**config.mk**
```make
export PLATFORM = sky130hd
export DESIGN_NAME = m_axi_burst
export DESIGN_NICKNAME = d
export VERILOG_FILES = /design/src/rtl/m_axi_burst.sv
export SDC_FILE = /design/constraint.sdc
export NUM_CORES = 1
export LEC_CHECK = 0
export CORE_AREA = 5 5 111 113
export DETAILED_ROUTE_END_ITERATION = 8
export DIE_AREA = 0 0 116 118
export PLACE_DENSITY = 0.78
export SYNTH_ARGS = -nofsm -noshare
export SYNTH_HDL_FRONTEND = slang
export SYNTH_SLANG_ARGS = --single-unit
```
**constraint.sdc**
```tcl
create_clock -name clk -period 3.55 [get_ports clk]
set_input_delay 0.355 -clock clk [delete_from_list [all_inputs] [get_ports clk]]
set_output_delay 0.355 -clock clk [all_outputs]
set_load 0.02 [all_outputs]
```
**src/rtl/m_axi_burst.sv**
```systemverilog
// AXI4 burst master: turns one command into a single INCR write or read burst,
// bridging a simple write-data source and read-data sink onto the AXI channels.
module m_axi_burst #(
    parameter int ID_WIDTH  = 1,
    parameter int MEM_WIDTH = 32,
    parameter int DWIDTH    = 32
) (
    input  logic                 clk,
    input  logic                 xrst,

    input  logic                 cmd_valid,
    output logic                 cmd_ready,
    input  logic                 cmd_write,
    input  logic [MEM_WIDTH-1:0] cmd_addr,
    input  logic [7:0]           cmd_len,

    input  logic [DWIDTH-1:0]    src_data,
    input  logic                 src_valid,
    output logic                 src_ready,

    output logic [DWIDTH-1:0]    dst_data,
    output logic                 dst_last,
    output logic                 dst_valid,
    input  logic                 dst_ready,

    output logic                 done,
    output logic                 err,

    output logic [ID_WIDTH-1:0]  awid,
    output logic [MEM_WIDTH-1:0] awaddr,
    output logic [7:0]           awlen,
    output logic [2:0]           awsize,
    output logic [1:0]           awburst,
    output logic                 awvalid,
    input  logic                 awready,

    output logic [DWIDTH-1:0]    wdata,
    output logic [DWIDTH/8-1:0]  wstrb,
    output logic                 wlast,
    output logic                 wvalid,
    input  logic                 wready,

    input  logic [ID_WIDTH-1:0]  bid,
    input  logic [1:0]           bresp,
    input  logic                 bvalid,
    output logic                 bready,

    output logic [ID_WIDTH-1:0]  arid,
    output logic [MEM_WIDTH-1:0] araddr,
    output logic [7:0]           arlen,
    output logic [2:0]           arsize,
    output logic [1:0]           arburst,
    output logic                 arvalid,
    input  logic                 arready,

    input  logic [ID_WIDTH-1:0]  rid,
    input  logic [DWIDTH-1:0]    rdata,
    input  logic [1:0]           rresp,
    input  logic                 rlast,
    input  logic                 rvalid,
    output logic                 rready
);

    localparam int         LSB       = $clog2(DWIDTH / 8);
    localparam logic [2:0] BEAT_SIZE = 3'(LSB);

    typedef enum logic [2:0] {IDLE, WADDR, WDATA, WRESP, RADDR, RDATA} state_t;

    state_t               state, state_nxt;
    logic [MEM_WIDTH-1:0] addr_q;
    logic [7:0]           len_q;
    logic [7:0]           beat_cnt;
    logic                 rd_err_q;
    logic                 cmd_fire, w_fire, b_fire, r_fire;
    logic                 unused_ids;

    assign cmd_fire = cmd_valid && cmd_ready;
    assign w_fire   = wvalid && wready;
    assign b_fire   = bvalid && bready;
    assign r_fire   = rvalid && rready;

    // IDs are fixed at zero, so returned IDs carry no information.
    assign unused_ids = ^{bid, rid};

    assign awid    = '0;
    assign arid    = '0;
    assign awburst = 2'b01;
    assign arburst = 2'b01;
    assign awsize  = BEAT_SIZE;
    assign arsize  = BEAT_SIZE;
    assign awaddr  = addr_q;
    assign araddr  = addr_q;
    assign awlen   = len_q;
    assign arlen   = len_q;
    assign wstrb   = '1;
    assign wdata   = src_data;
    assign dst_data = rdata;
    assign dst_last = rlast;

    // NOTE: sequential state uses non-blocking assignments so every register
    // samples pre-edge values regardless of process ordering.
    always_ff @(posedge clk or negedge xrst) begin
        if (!xrst) state <= IDLE;
        else       state <= state_nxt;
    end

    always_comb begin
        state_nxt = state;
        case (state)
            IDLE:    if (cmd_valid)         state_nxt = cmd_write ? WADDR : RADDR;
            WADDR:   if (awready)           state_nxt = WDATA;
            WDATA:   if (w_fire && wlast)   state_nxt = WRESP;
            WRESP:   if (bvalid)            state_nxt = IDLE;
            RADDR:   if (arready)           state_nxt = RDATA;
            RDATA:   if (r_fire && rlast)   state_nxt = IDLE;
            default:                        state_nxt = IDLE;
        endcase
    end

    // NOTE: every output gets a default before the case so no path infers a latch.
    always_comb begin
        cmd_ready = 1'b0;
        awvalid   = 1'b0;
        wvalid    = 1'b0;
        wlast     = 1'b0;
        src_ready = 1'b0;
        bready    = 1'b0;
        arvalid   = 1'b0;
        rready    = 1'b0;
        dst_valid = 1'b0;
        case (state)
            IDLE:  cmd_ready = 1'b1;
            WADDR: awvalid   = 1'b1;
            WDATA: begin
                wvalid    = src_valid;
                src_ready = wready;
                wlast     = (beat_cnt == len_q);
            end
            WRESP: bready  = 1'b1;
            RADDR: arvalid = 1'b1;
            RDATA: begin
                dst_valid = rvalid;
                rready    = dst_ready;
            end
            default: ;
        endcase
    end

    // The last write beat leaves WDATA, so the counter never wraps past len.
    always_ff @(posedge clk or negedge xrst) begin
        if (!xrst) begin
            addr_q   <= '0;
            len_q    <= '0;
            beat_cnt <= '0;
            rd_err_q <= 1'b0;
            done     <= 1'b0;
            err      <= 1'b0;
        end else begin
            done <= 1'b0;
            err  <= 1'b0;
            if (cmd_fire) begin
                addr_q   <= cmd_addr;
                len_q    <= cmd_len;
                beat_cnt <= '0;
                rd_err_q <= 1'b0;
            end
            if (w_fire) beat_cnt <= wlast ? 8'd0 : beat_cnt + 8'd1;
            if (r_fire && rresp != 2'b00) rd_err_q <= 1'b1;
            if (b_fire) begin
                done <= 1'b1;
                err  <= (bresp != 2'b00);
            end
            if (r_fire && rlast) begin
                done <= 1'b1;
                err  <= rd_err_q || (rresp != 2'b00);
            end
        end
    end

endmodule

```
==> summary.md <==
| Metric | Value |
|---|---|
| Status | finished clean |
| Crit Path Class | register to output pin |
| Row count | 39 |
| Final WL | 7350 um |
| Maximum clock rate | 0.384 GHz |
| Post-synth ARST share | 100% |
| Clock buffer depth | 2 |
| Number of I/O pins | 294 |
| Critical R2R Launch | state[2] |
| Worst-margin pin slew | 0.841 ns |
| Total GRT Usage | 10.3% |
| Cells after Synth | 306 |
| Leading area contributor after synthesis | dfrtp_1 |
| # hold bufs at CTS | 0 |
| Crit-path cells | xor2_1 > nor4_4 > and3_1 > clkdlybuf4s50_1 |
| Final setup skew | 0.00459 ns |
| Non-filler cells, final | 490 |
| CP Buf/Inv Count | 1 |
| Crit-path max cell delay | 0.61 ns |
| Remaining Overflow, GRT | 0 |
| Post-synth EDFFs | 0 |
| RSZ-0062 raised after global routing | false |
| Number of global-route vias before repair | 2231 |
| WL/cell | 15.0 um |
| Initial DRC count | 62 |
| Setup TNS | 0 ns |
| Initial antenna violation count | 0 |
| DR vias/cell | 4.41 |
| Antenna Cells | 0 |
| P per Cell Area | 882 nW/um^2 |
| LEAKAGE | 1.77 nW |
| Finished Cell Area | 4250 um^2 |
| CP delay by family, top | simple AND/OR/NAND/NOR gates |
| Max cap viols | 0 |
| Synth top area share | 40.2% |
| Worst slew margin | 43.9% |
| DRT Pass-1 Iters | 4 |
| CP max-delay cell | clkdlybuf4s50_1 |
| Critical path required time | 3.19 ns |
| Worst-path clk slew | 0.06 ns |
| CTS tree | built |
| DP Area | 4120 um^2 |
| Startpoint types | register |
| Hold Crit Class | primary input to async pin |
| Post-Syn Area | 3360 um^2 |
| Synth warn | 0 |
| Synth cell types | 43 |
| Worst Path Max Fanout | 6 |
| Final ANT Viol Nets | 0 |
| Top area cells in the synthesized netlist | dfrtp_1 40%, buf_4 28%, mux2_2 12% |
| Sequential fraction of the synthesis area | 40.2% |
| Endpoints failing setup | 0 |
| Setup bufs post-CTS | 0 |
| CTS sink count | 54 |
| Post-CTS sizing | 0 |
| Largest net degree at the start of global routing | 35 |
| Area Overhead vs Synth | 26.4% |
| Max VDD drop | 0.545 mV |
| IO buf count | 147 |
| Chip width | 116 um |
| Vias | 2161 |
| Die area | 13700 um^2 |
| Final net count | 470 |
| Crit path DAT | 2.25 ns |
| Routability Congestion | 0.753 |
| H-tree Lvls | 2 |
| TritonCTS Buffers | 5 |
| Worst skew pair latency | 0.28 ns |
| Max-slew violation count | 0 |
| Most used flip-flop cell after synthesis | dfrtp_1 |
| Inst Count DP | 483 |
| Die height | 118 um |
| #FFs+latches synth | 54 |
| HPWL after DPL | 5810 um |
| Post-layout min period | 2.61 ns |
| Crit path from | arlen[7] |
| CP endpoint kind | output pin |
| Post-Syn Area per Cell | 11.0 um^2 |
| Proportion of layout cells with a drive suffix above 1 | 15.3% |
| CTS root buffer | clkbuf_16 |
| Pwr Total | 3.75 mW |
| Final hold violation count | 0 |
| Remaining DRCs | 0 |
| Core ar. | 11200 um^2 |
| Fin crit share | 73.4% |
| Initial core utilization | 30.0% |
| First-pass GRT wire length | 11400 um |
## power breakdown
part	internal (mW)	total, mW	switching [mW]
combinational	1.13	2.18	1.04
sequential	0.872	1.12	0.248
clock	0.258	0.453	0.195
total	2.26	3.75	1.49
## per-stage QoR
| step | setup slack, ns | util [%] | hold slack, ns |
|---|---|---|---|
| floorplan | 1.73 | - | 0.0594 |
| global placement | 1.21 | 36.7 | 0.326 |
| detailed placement | 1.15 | 36.7 | 0.330 |
| CTS | 0.904 | 37.9 | 0.0188 |
| global route | 0.845 | 37.9 | 0.0504 |
| finish | 0.945 | 37.9 | 0.0184 |
## path summary, 6_finish.rpt
check / cells after the start / slack, ns / to
min in group clk: 1 / 0.53 / araddr[30]
min: 1 / 0.02 / araddr[12]
min reg2reg: 1 / 0.53 / araddr[30]
max in group asynchronous: 2 / 2.72 / araddr[2]
max reg2reg: 4 / 1.27 / araddr[1]
max: 4 / 0.94 / wlast
## metal layers
metal,share of wire [%],wire length [um],GRT usage (%)
met1,36,2650,11.2
met2,51,3780,18.2
met3,9.8,720,2.72
met4,2.7,199,4.93
met5,0,0,0
## cells in the mapped netlist, drive strengths merged, types with 3 or more instances
library cell and n:
buf 128, dfrtp 54, mux2 41, xor2 10, nand2 7, a21oi 6, nor2 6, a22o 4
and2 4, nand3 4, a221o 3, and3 3, inv 3, nor2b 3, nor3 3, o21ai 3
## cell usage in the layout, fill, tap and decap left out, types with 2 or more instances in the layout
master	count
mux2_1	6
buf_4	2
nand2_1	6
nor2b_1	3
mux2_2	35
and2_1	3
nand3_1	4
conb_1	16
a221o_1	3
nor3_1	2
clkdlybuf4s50_1	146
clkbuf_1	2
clkbuf_16	5
dfrtp_1	54
nor2_1	6
inv_1	3
and3_1	3
xor2_1	10
nor4_4	2
a21oi_2	2
a22o_1	4
o21ai_0	3
a21oi_1	4
## final cells by class
class / instances / area (um^2)
Inverter: 3 / 11.3
Timing Repair Buffer: 149 / 1480
Fill cell: 1077 / 6970
Sequential cell: 54 / 1350
Tap cell: 143 / 179
Clock buffer: 7 / 133
Multi-Input combinational cell: 134 / 1100
## cells by family after synthesis
kind of cell	after synthesis	synth area share (%)
fa+ha+maj	1	0.372
buf+inv	132	28.9
other cells	2	0.223
xor+xnor	11	2.86
mux	41	13.7
flops	54	40.2
simple gates	40	7.85
compound gates	25	5.95
## sequential cells by signal, summed over array words and instances, names as in the netlist
| name | count |
|---|---|
| arlen | 8 |
| err | 1 |
| done | 1 |
| state | 3 |
| beat_cnt | 8 |
| rd_err_q | 1 |
| araddr | 32 |
No activity file was read; power rests on OpenSTA's default activity.
